**config.mk**
```make
export PLATFORM = sky130hd
export DESIGN_NAME = hpu_axil_regs
export DESIGN_NICKNAME = d
export VERILOG_FILES = /design/src/rtl/hpu_axil_regs.sv
export SDC_FILE = /design/constraint.sdc
export NUM_CORES = 1
export LEC_CHECK = 0
export ABC_AREA = 1
export BUFFER_PORTS_ARGS = -buffer_cell sky130_fd_sc_hd__buf_4
export CAP_MARGIN = 20
export CORE_AREA = 2 2 228 118
export CTS_CLUSTER_DIAMETER = 40
export DETAILED_ROUTE_END_ITERATION = 10
export DIE_AREA = 0 0 230 120
export HOLD_SLACK_MARGIN = 0.02
export PLACE_DENSITY = 0.74
export SKIP_CTS_REPAIR_TIMING = 1
export SYNTH_ARGS = -nofsm -noshare
export SYNTH_HDL_FRONTEND = slang
export SYNTH_SLANG_ARGS = --single-unit
```
**constraint.sdc**
```tcl
create_clock -name S_AXI_ACLK -period 2.1 [get_ports S_AXI_ACLK]
set_clock_uncertainty 0.1 [all_clocks]
set_input_delay 0.315 -clock S_AXI_ACLK [delete_from_list [all_inputs] [get_ports S_AXI_ACLK]]
set_output_delay 0.315 -clock S_AXI_ACLK [all_outputs]
set_load 0.01 [all_outputs]
```
**src/rtl/hpu_axil_regs.sv**
```systemverilog
// hpu_axil_regs: AXI4-Lite control/status register block for the HPU (n-gram, words, item-memory load).
// Define HPU_AXIL_DECERR_EN to answer unmapped offsets with DECERR; otherwise every response is OKAY.
module hpu_axil_regs #(
  parameter int NGRAM_W    = 20,
  parameter int ITEM_W     = 16,
  parameter int ADDR_LSB_W = 12
) (
  input  logic               S_AXI_ACLK,
  input  logic               S_AXI_ARESETN,
  input  logic [31:0]        S_AXI_AWADDR,
  input  logic               S_AXI_AWVALID,
  output logic               S_AXI_AWREADY,
  input  logic [31:0]        S_AXI_WDATA,
  input  logic [3:0]         S_AXI_WSTRB,
  input  logic               S_AXI_WVALID,
  output logic               S_AXI_WREADY,
  output logic [1:0]         S_AXI_BRESP,
  output logic               S_AXI_BVALID,
  input  logic               S_AXI_BREADY,
  input  logic [31:0]        S_AXI_ARADDR,
  input  logic               S_AXI_ARVALID,
  output logic               S_AXI_ARREADY,
  output logic [31:0]        S_AXI_RDATA,
  output logic [1:0]         S_AXI_RRESP,
  output logic               S_AXI_RVALID,
  input  logic               S_AXI_RREADY,
  input  logic               item_beat,
  input  logic               s_fin,
  output logic               run,
  output logic               matw,
  output logic               last,
  output logic [NGRAM_W-1:0] addr_j,
  output logic [NGRAM_W-1:0] addr_i,
  output logic [ITEM_W-1:0]  item_num,
  output logic [ITEM_W-1:0]  mat_a,
  output logic [31:0]        control
);

  localparam int IDX_W = ADDR_LSB_W - 2;

  localparam logic [IDX_W-1:0] IDX_CTRL     = IDX_W'(0);
  localparam logic [IDX_W-1:0] IDX_STATUS   = IDX_W'(1);
  localparam logic [IDX_W-1:0] IDX_NGRAM    = IDX_W'(2);
  localparam logic [IDX_W-1:0] IDX_WORDS    = IDX_W'(3);
  localparam logic [IDX_W-1:0] IDX_CONTROL  = IDX_W'(4);
  localparam logic [IDX_W-1:0] IDX_ITEM_NUM = IDX_W'(5);
  localparam logic [IDX_W-1:0] IDX_MAT_A    = IDX_W'(6);

  localparam logic [1:0] RESP_OKAY = 2'b00;
`ifdef HPU_AXIL_DECERR_EN
  localparam logic [1:0] RESP_UNMAPPED = 2'b11;
`else
  localparam logic [1:0] RESP_UNMAPPED = 2'b00;
`endif

  typedef enum logic [2:0] {
    ST_IDLE,
    ST_AW,
    ST_W,
    ST_WRESP,
    ST_RD1,
    ST_RD2
  } state_t;

  state_t           state;
  logic [IDX_W-1:0] aw_idx_q;
  logic [31:0]      wdata_q;
  logic [3:0]       wstrb_q;
  logic             done;

  logic             wr_commit;
  logic [IDX_W-1:0] wr_idx;
  logic [31:0]      wr_data;
  logic [3:0]       wr_strb;
  logic [31:0]      wr_mask;
  logic             wr_mapped;
  logic [2:0]       ctrl_new;
  logic [IDX_W-1:0] rd_idx;
  logic [31:0]      rd_value;
  logic             rd_mapped;
  logic             load_done;
  logic             unused_addr_bits;

  function automatic logic [31:0] merge_bytes(input logic [31:0] old_val,
                                              input logic [31:0] new_val,
                                              input logic [31:0] mask);
    return (old_val & ~mask) | (new_val & mask);
  endfunction

  assign S_AXI_AWREADY = (state == ST_IDLE) || (state == ST_W);
  assign S_AXI_WREADY  = (state == ST_IDLE) || (state == ST_AW);
  assign S_AXI_ARREADY = (state == ST_IDLE) && !S_AXI_AWVALID && !S_AXI_WVALID;

  assign unused_addr_bits = &{1'b0, S_AXI_AWADDR[31:ADDR_LSB_W], S_AXI_AWADDR[1:0],
                              S_AXI_ARADDR[31:ADDR_LSB_W], S_AXI_ARADDR[1:0]};

  // The write commits on the edge that completes the second of the AW/W handshakes,
  // taking whichever half was parked in a holding register.
  always_comb begin
    wr_idx    = (state == ST_AW) ? aw_idx_q : S_AXI_AWADDR[ADDR_LSB_W-1:2];
    wr_data   = (state == ST_W) ? wdata_q : S_AXI_WDATA;
    wr_strb   = (state == ST_W) ? wstrb_q : S_AXI_WSTRB;
    wr_mask   = {{8{wr_strb[3]}}, {8{wr_strb[2]}}, {8{wr_strb[1]}}, {8{wr_strb[0]}}};
    wr_commit = ((state == ST_IDLE) && S_AXI_AWVALID && S_AXI_WVALID) ||
                ((state == ST_AW) && S_AXI_WVALID) ||
                ((state == ST_W) && S_AXI_AWVALID);
    wr_mapped = (wr_idx <= IDX_MAT_A);
    ctrl_new  = ({last, run, matw} & ~wr_mask[2:0]) | (wr_data[2:0] & wr_mask[2:0]);
  end

  assign rd_idx = S_AXI_ARADDR[ADDR_LSB_W-1:2];

  always_comb begin
    rd_value  = 32'd0;
    rd_mapped = 1'b1;
    case (rd_idx)
      IDX_CTRL:     rd_value = {29'd0, last, run, matw};
      IDX_STATUS:   rd_value = {29'd0, done, run, matw};
      IDX_NGRAM:    rd_value = 32'(addr_j);
      IDX_WORDS:    rd_value = 32'(addr_i);
      IDX_CONTROL:  rd_value = control;
      IDX_ITEM_NUM: rd_value = 32'(item_num);
      IDX_MAT_A:    rd_value = 32'(mat_a);
      default:      rd_mapped = 1'b0;
    endcase
  end

  always_ff @(posedge S_AXI_ACLK or negedge S_AXI_ARESETN) begin
    if (!S_AXI_ARESETN) begin
      state        <= ST_IDLE;
      aw_idx_q     <= '0;
      wdata_q      <= 32'd0;
      wstrb_q      <= 4'd0;
      S_AXI_BVALID <= 1'b0;
      S_AXI_BRESP  <= RESP_OKAY;
      S_AXI_RVALID <= 1'b0;
      S_AXI_RDATA  <= 32'd0;
      S_AXI_RRESP  <= RESP_OKAY;
    end else begin
      case (state)
        ST_IDLE: begin
          if (S_AXI_AWVALID && S_AXI_WVALID) begin
            state        <= ST_WRESP;
            S_AXI_BVALID <= 1'b1;
            S_AXI_BRESP  <= wr_mapped ? RESP_OKAY : RESP_UNMAPPED;
          end else if (S_AXI_AWVALID) begin
            state    <= ST_AW;
            aw_idx_q <= S_AXI_AWADDR[ADDR_LSB_W-1:2];
          end else if (S_AXI_WVALID) begin
            state   <= ST_W;
            wdata_q <= S_AXI_WDATA;
            wstrb_q <= S_AXI_WSTRB;
          end else if (S_AXI_ARVALID && S_AXI_ARREADY) begin
            state       <= ST_RD1;
            S_AXI_RDATA <= rd_value;
            S_AXI_RRESP <= rd_mapped ? RESP_OKAY : RESP_UNMAPPED;
          end
        end
        ST_AW, ST_W: begin
          if (wr_commit) begin
            state        <= ST_WRESP;
            S_AXI_BVALID <= 1'b1;
            S_AXI_BRESP  <= wr_mapped ? RESP_OKAY : RESP_UNMAPPED;
          end
        end
        ST_WRESP: begin
          if (S_AXI_BREADY) begin
            state        <= ST_IDLE;
            S_AXI_BVALID <= 1'b0;
          end
        end
        ST_RD1: begin
          state        <= ST_RD2;
          S_AXI_RVALID <= 1'b1;
        end
        ST_RD2: begin
          if (S_AXI_RREADY) begin
            state        <= ST_IDLE;
            S_AXI_RVALID <= 1'b0;
          end
        end
        default: state <= ST_IDLE;
      endcase
    end
  end

  assign load_done = matw && item_beat && (mat_a == item_num);

  // A bus write to CTRL overrides the load-complete self-clear of matw; s_fin beats the W1C.
  always_ff @(posedge S_AXI_ACLK or negedge S_AXI_ARESETN) begin
    if (!S_AXI_ARESETN) begin
      run      <= 1'b0;
      matw     <= 1'b0;
      last     <= 1'b0;
      done     <= 1'b0;
      addr_j   <= NGRAM_W'(2);
      addr_i   <= NGRAM_W'(7);
      item_num <= ITEM_W'(99);
      control  <= 32'd0;
      mat_a    <= '0;
    end else begin
      if (wr_commit && (wr_idx == IDX_CTRL)) begin
        matw <= ctrl_new[0];
        run  <= ctrl_new[1];
        last <= ctrl_new[2];
      end else if (load_done) begin
        matw <= 1'b0;
      end

      if (s_fin) begin
        done <= 1'b1;
      end else if (wr_commit && (wr_idx == IDX_STATUS) && wr_mask[2] && wr_data[2]) begin
        done <= 1'b0;
      end

      if (wr_commit && (wr_idx == IDX_NGRAM)) begin
        addr_j <= NGRAM_W'(merge_bytes(32'(addr_j), wr_data, wr_mask));
      end
      if (wr_commit && (wr_idx == IDX_WORDS)) begin
        addr_i <= NGRAM_W'(merge_bytes(32'(addr_i), wr_data, wr_mask));
      end
      if (wr_commit && (wr_idx == IDX_CONTROL)) begin
        control <= merge_bytes(control, wr_data, wr_mask);
      end
      if (wr_commit && (wr_idx == IDX_ITEM_NUM)) begin
        item_num <= ITEM_W'(merge_bytes(32'(item_num), wr_data, wr_mask));
      end

      if (!matw) begin
        mat_a <= '0;
      end else if (item_beat) begin
        mat_a <= (mat_a == item_num) ? '0 : mat_a + ITEM_W'(1);
      end
    end
  end

endmodule

```
Word-level counts from Yosys, hierarchy flattened

Cells that the tools add are included.

Flip-flop bits (word level): 193
Output and inout bits: 148
Word-level logic and storage cells: 126

Add/sub/neg operators: 1
Equality and inequality tests: 23
Muxes and demuxes: 28
Bitwise operators: 17
Reductions and logical operators: 40

Operator list:

| cell                                                                    | count |
|---|---|
| 32-bit case mux with 7 select lines                                     | 1 |
| 32-bit bitwise AND                                                      | 2 |
| 10-bit by 3-bit equality test with 1-bit output (second input constant) | 5 |
| 16-bit two-way mux                                                      | 3 |
| 20-bit bitwise AND                                                      | 2 |
| 10-bit by 2-bit equality test with 1-bit output (second input constant) | 4 |
| 20-bit bitwise OR                                                       | 2 |
| 32-bit two-way mux                                                      | 1 |
| 32-bit NOT                                                              | 1 |
| 32-bit bitwise OR                                                       | 1 |
| 3-bit two-way mux                                                       | 7 |
| 10-bit by 1-bit equality test with 1-bit output (second input constant) | 2 |
| 10-bit zero test                                                        | 2 |
| 1-bit logical AND                                                       | 18 |
| 16-bit by 1-bit adder with 16-bit output (second input constant)        | 1 |
| 16-bit bitwise AND                                                      | 1 |
| 16-bit equality test                                                    | 1 |
| 16-bit bitwise OR                                                       | 1 |
| 3-bit case mux with 5 select lines                                      | 1 |
| 4-bit AND reduction                                                     | 3 |
| 10-bit two-way mux                                                      | 1 |
| 1-bit two-way mux                                                       | 8 |
| 2-bit inequality test (second input constant)                           | 4 |
| 2-bit nonzero test                                                      | 4 |
| 22 further kinds                                                        | 33 |

Longest topological paths before layout

Gate-level depths: netlist of run 1.

Depth after elaboration: 10
Mapped depth: 12

Worst setup path before layout of run 1

No wires, ideal clock.

Kind: flip-flop to flip-flop
Start point: register state[2]
End point: register with a tool-made name
Arrival time: 1.540 ns
Data required time: 1.883 ns
Setup slack: 0.342 ns
Cell stages (with the launch flop): 9
Clock period less this slack: 1.758 ns
Path through: dfrtp_1 buf_6 nor2_8 nand2_2 buf_2 o21ai_2 nand3_2 nand2_1 nand2_1

RTL lines:

| item                   | RTL line | RTL |
|---|---|---|
| from (decl)            | 65       | `state_t state;` |
| from (signal assigned) | 130      | `state <= ST_IDLE;` |
| from (signal assigned) | 143      | `state <= ST_WRESP;` |
| from (signal assigned) | 147      | `state <= ST_AW;` |

==> flow_summary_export.csv, run 1 <==
group,metric,value,unit
floorplanning,start_util,39.2,%
critical_path,crit_slowest_cell,"dfrtp_1",
detailed_routing,wl,35200,um
power_and_ir_drop,vdd_drop_max,0.593,mV
detailed_routing,routed_via_density,5.14,
sta,max_slew_margin,63.2,%
critical_path,crit_chain,"buf_12 > clkinv_8 > nand3_4 > buf_6 > o21ai_4 > nand2_4 > nor2_4 > buf_4 > clkbuf_16 > nand4_1 > nand2_1",
critical_path,path_class,"reg2reg",
critical_path,r2r_cells,11,
grt,antenna_found_initial,0,
place,gp_congestion,0.931,
detailed_routing,num_vias,10400,
critical_path,worstPathRequired,2.40,ns
critical_path,r2r_slack,0.008,ns
synth,seq_area_frac_synth,47.4,%
synth,yosys.area.top_type,"dfrtp_1",
final_layout,final_nets,1765,
floorplanning,dieArea,27600,um2
critical_path,critPathMaxStageDelay,0.40,ns
cts,cts_tree,"done",
critical_path,endpoint_kind,"flip-flop",
sta,hold_ws,0.0234,ns
synth,netlist_area,10100,um2
cts,clkTransAtPathRegs,0.08,ns
detailed_routing,drt_first_iter_violations,1088,
detailed_routing,ant_nets,0,
final_layout,final_cell_area,13900,um2
critical_path,critPathTopFamily,"buffers and inverters",
place,place_inst,1931,
flow_run,cap_violations,0,
synth,synth_warnings,0,
grt,grt_max_degree,45,
floorplanning,io_pins,257,
synth,netlist.area_leader.share,45.4,%
synth,synth_most_common_cell,"nand2_1",
power_and_ir_drop,power_density,877,nW/um2
grt,grt_pass1_vias,9468,
place,place_area,12600,um2
sta,maxSlewViolCount,0,
synth,synth_common_cells,"530 x nand2_1, 183 x dfrtp_1, 119 x inv_1",
cts,clk_latency,0.45,ns
sta,fin_crit_sh,99.6,%
cts,root_buffer,"clkbuf_16",
synth,syn_inst,1348,
final_layout,area_growth,37.8,%
synth,avgSynthCellArea,7.49,um2
sta,fmaxAchievable,0.478,GHz
critical_path,crit_buf_inv,5,
floorplanning,die_w,230,um
final_layout,antennaDiodeCount,0,
synth,ys_ff_latch,191,
min_path,worstHoldPathCells,3,
sta,worst_pin_slew,0.546,ns
cts,clock-sinks,191,
power_and_ir_drop,p_leak,7.28,nW
sta,finalSetupViolCount,0,
cts,cts_max_path_buffers,2,
detailed_routing,wl_per_cell,17.4,um
grt,grt_pass1_wl,53600,um
power_and_ir_drop,power.total,0.0122,W
critical_path,worst_ep_arrival_time,2.39,ns
floorplanning,rows,42,
critical_path,start_kind,"flip-flop",
critical_path,reg2reg_from,"state[2]",
synth,synth_edf_count,0,
sta,setup_tns,0,ns
cts,cts_buffers,17,
grt,grt.overflow.total,0,
critical_path,crit_fanout,13,
detailed_routing,route.detailed.drc,0,
place,portBuffers,208,
synth,postSynth.asyncResetShare,100,%
min_path,hold-path-endpoint,"wstrb_q[0]",
synth,synth_area_leaders,"dfrtp_1 45%, nand2_1 20%, o21ai_0 5.3%, nand4_1 5.2%, nand3_1 5.1%",
detailed_routing,firstDrtPassIters,5,
synth,synth_ff_type,"dfrtp_1",
floorplanning,core_area,25700,um2
min_path,hold_path.class,"in2reg",
grt,grtUsageTotal,25.4,%
sta,finalHoldViolCount,0,
floorplanning,die_height,120,um
final_layout,drive_gt1_share,24.2,%
final_layout,fin_cells,2020,
cts,htree_levels,4,
sta,finalCriticalPeriod,2.09,ns
synth,synth_cell_types,39,
status,outcome,"complete, no violations",
place,dp_hpwl,26100,um
sta,grt_setup_unrepaired,"true",
min_path,hp-start,"S_AXI_WSTRB[0]",
## stage by stage
step / setup WS, ns / util [%]
after floorplan: 0.342 / -
after global placement: -0.0426 / 48.7
after detailed placement: -0.0745 / 48.7
after CTS: -0.0832 / 51.1
after global routing: -0.0274 / 54.0
final: 0.00815 / 54.0
## worst min-delay path, delay by kind of cell
kind,cells,cell delay (ns)
buf+inv,1,0.11
compound gates,1,0.06
simple gates,1,0.05
## placed cells by master (no fill, tap or decap), drive strengths merged
cell type | netlist | routed
a21oi | 8 | 8
a31oi | 2 | 2
buf | 43 | 309
bufinv | 0 | 1
clkbuf | 22 | 21
clkinv | 2 | 8
clkinvlp | 0 | 2
conb | 1 | 4
dfrtp | 183 | 183
dfstp | 8 | 8
dlygate4sd3 | 0 | 38
ha | 1 | 1
inv | 121 | 126
mux2 | 2 | 2
nand2 | 535 | 535
nand3 | 112 | 112
nand3b | 1 | 1
nand4 | 84 | 84
nor2 | 88 | 88
nor3 | 4 | 4
nor3b | 1 | 1
o211ai | 1 | 1
o21a | 2 | 2
o21ai | 113 | 113
o31ai | 1 | 1
or2 | 1 | 1
xnor2 | 1 | 1
xor2 | 11 | 11
## cell type report
class	instances	area [um2]
Fill cell	2384	11800
Sequential cell	191	4790
Multi-Input combinational cell	972	4610
Timing Repair Buffer	350	2990
Inverter	123	479
Tap cell	352	440
Clock buffer	18	439
Clock inverter	14	166
## power by group
part | switching, W | total (W) | internal [W] | leakage (nW)
Clock | 0.00164 | 0.00338 | 0.00173 | 0.291
Sequential | 0.000232 | 0.00444 | 0.00421 | 2.53
Combinational | 0.00274 | 0.00437 | 0.00163 | 4.45
Total | 0.00462 | 0.0122 | 0.00758 | 7.28
## metal layers
layer	wire length [um]	track usage, %
met1	16500	37.6
met2	14600	35.8
met3	3620	8.25
met4	484	5.56
met5	0	0
## how the worst max path moves through the flow
stage,startpoint,end,cells after the start
after floorplan,state[2],flip-flop,8
after global placement,state[2],S_AXI_RDATA[2],9
after detailed placement,state[2],flip-flop,10
after CTS,state[2],flip-flop,10
after global routing,state[2],flip-flop,13
final,state[2],flip-flop,11
## kinds of logic (layout without fill, tap and decap cells)
group                      Yosys count  in the layout  share of synthesized area [%]
DFF                                191            191                           47.4
buffers and inverters              188            505                           8.45
other                                1              4                         0.0371
xor gates and xnor gates            12             12                           1.04
AOI/OAI and AO/OA                  127            127                           6.64
adders and majority gates            1              1                          0.124
muxes                                2              2                          0.223
and+or+nand+nor                    826            826                           36.0
No activity file was read; power rests on OpenSTA's default activity.
==> run 2, diff against run 1 <==
--- a/config.mk
+++ b/config.mk
@@ -14,6 +14,7 @@
 export DIE_AREA = 0 0 230 120
 export HOLD_SLACK_MARGIN = 0.02
 export PLACE_DENSITY = 0.74
+export REMOVE_ABC_BUFFERS = 1
 export SKIP_CTS_REPAIR_TIMING = 1
 export SYNTH_ARGS = -nofsm -noshare
 export SYNTH_HDL_FRONTEND = slang
==> flow_summary_export.csv, run 2 (synthesized netlist as in run 1, its figures left out) <==
group,metric,value,unit
cts,clkTransAtPathRegs,0.07,ns
power_and_ir_drop,sequentialPowerShare,35.7,%
cts,clk_latency,0.45,ns
place,place_ws,-0.0267,ns
critical_path,crit_path_start,"state[2]",
detailed_routing,ant_nets,0,
power_and_ir_drop,vdd_drop_max,0.645,mV
final_layout,fill_cells,2371,
sta,setup_ws,0.0400,ns
floorplanning,die_w,230,um
sta,finalSetupViolCount,0,
critical_path,endpoint_kind,"flip-flop",
place,portBuffers,208,
cts,cts_tree,"done",
critical_path,path_class,"reg2reg",
place,dp_hpwl,26300,um
place,gp_congestion,0.929,
floorplanning,die_height,120,um
cts,clock-sinks,191,
final_layout,drive_gt1_share,24.9,%
sta,hold_ws,-0.00470,ns
grt,grt_pass1_wl,53100,um
floorplanning,dieArea,27600,um2
final_layout,area_growth,38.6,%
detailed_routing,firstDrtPassIters,6,
detailed_routing,drt_first_iter_violations,1139,
final_layout,register_area,4790,um2
grt,antenna_found_initial,0,
final_layout,multiInputGateArea,4600,um2
power_and_ir_drop,power.internal,0.00785,W
critical_path,crit_slowest_cell,"dfrtp_2",
floorplanning,io_pins,257,
sta,fmaxAchievable,0.485,GHz
critical_path,worstPathRequired,2.34,ns
cts,cts_buffers,17,
grt,grt_pass1_vias,9304,
detailed_routing,routed_via_density,5.19,
critical_path,crit_chain,"buf_12 > inv_8 > nand3_4 > buf_6 > buf_4 > nand2_1 > o21ai_2 > nand2_2 > nor2_4 > buf_12 > buf_6 > nand4_1 > nand2_1",
grt,grt_max_degree,75,
critical_path,start_kind,"flip-flop",
power_and_ir_drop,p_leak,7.32,nW
grt,grt.overflow.total,0,
sta,setup_tns,0,ns
power_and_ir_drop,clock_power_share,26.4,%
critical_path,r2r_cells,13,
sta,maxSlewViolCount,0,
power_and_ir_drop,p_sw_share,37.1,%
grt,grtUsageTotal,25.2,%
final_layout,final_nets,1774,
floorplanning,start_util,39.2,%
cts,cts_max_path_buffers,2,
critical_path,worst_ep_arrival_time,2.30,ns
cts,root_buffer,"clkbuf_16",
critical_path,reg2reg_from,"state[2]",
detailed_routing,wl,35900,um
final_layout,layout_commonest_cell,"nand2_1",
sta,finalHoldViolCount,3,
detailed_routing,route.detailed.drc,0,
detailed_routing,wl_per_cell,17.7,um
flow_run,cap_violations,0,
sta,grt_setup_unrepaired,"true",
final_layout,antennaDiodeCount,0,
floorplanning,rows,42,
critical_path,r2r_slack,0.04,ns
status,outcome,"finished, violations left",
min_path,hold_path.class,"in2reg",
status,violations,"hold timing",
power_and_ir_drop,power_density,892,nW/um2
sta,fin_crit_sh,98.1,%
power_and_ir_drop,power_frac_comb,37.8,%
critical_path,critPathMaxStageDelay,0.46,ns
critical_path,crit_fanout,9,
final_layout,final_cell_mix,"522 x nand2_1, 293 x buf_4, 181 x dfrtp_1",
floorplanning,core_area,25700,um2
sta,finalCriticalPeriod,2.06,ns
detailed_routing,num_vias,10500,
power_and_ir_drop,switchingPower,0.00463,W
cts,htree_levels,4,
==> run 2: changes by cell type in the layout (fill, tap and decap cells not counted), sizes merged <==
cell and delta:
clkinv -6, buf +12, dlygate4sd3 -3, clkbuf +6
inv -4, clkinvlp +3
==> run 2: cell type report <==
| type | count | share of cell area (%) |
|---|---|---|
| inverter | 123 | 3.39 |
| multi-input combinational | 972 | 32.9 |
| tap | 352 | 3.15 |
| timing repair buffer | 359 | 22.1 |
| sequential | 191 | 34.2 |
| clock buffer | 24 | 3.66 |
| clock inverter | 7 | 0.545 |
==> run 2: worst min-delay path by stage <==
stage / cells past startpoint / startpoint / slack (ns) / end
after floorplan: 0 / S_AXI_ARESETN / -0.08 / S_AXI_BVALID
after global placement: 1 / S_AXI_ARESETN / 0.09 / S_AXI_RDATA[11]
after detailed placement: 1 / S_AXI_ARESETN / 0.09 / S_AXI_RDATA[11]
after CTS: 1 / S_AXI_ARESETN / -0.40 / S_AXI_RDATA[11]
after global routing: 3 / S_AXI_WDATA[9] / 0.02 / wdata_q[9]
final: 3 / S_AXI_WDATA[9] / -0.005 / wdata_q[9]
==> run 2: power groups by stage <==
stage / clock, W / combinational (W) / sequential (W)
3_3_place_gp: 0 / 0.00398 / 0.00451
6_report: 0.00330 / 0.00472 / 0.00446
4_1_cts: 0.00334 / 0.00410 / 0.00446
2_1_floorplan: 0 / 0.00204 / 0.00456
3_5_place_dp: 0 / 0.00408 / 0.00453
5_1_grt: 0.00350 / 0.00512 / 0.00451
==> run 2: critical path: cells and delay by family, from the launching register on <==
family          cells  cell delay (ns)
simple gates        6             0.50
flops               1             0.46
buf+inv             6             0.79
compound gates      1             0.08
==> run 2: routing by layer <==
metal	wire [um]	vias to the layer above	track usage, %
met1	15800	4978	36.7
met2	15300	563	36.2
li1	-	4954	-
met5	0	-	0
met3	4360	35	8.29
met4	473	0	5.36
==> run 2: per-stage QoR <==
stage                     instance area [um2]  hold WS, ns  utilization, %  total power [W]  std cells
after floorplan                          9730      -0.0806               -          0.00660       1286
after global placement                  12600       0.0865            49.1          0.00849       1937
after detailed placement                12600       0.0863            49.1          0.00861       1937
after CTS                               13200       -0.397            51.4           0.0119       1968
after global routing                    14000       0.0203            54.3           0.0131       2028
final                                   14000     -0.00470            54.3           0.0125       2028
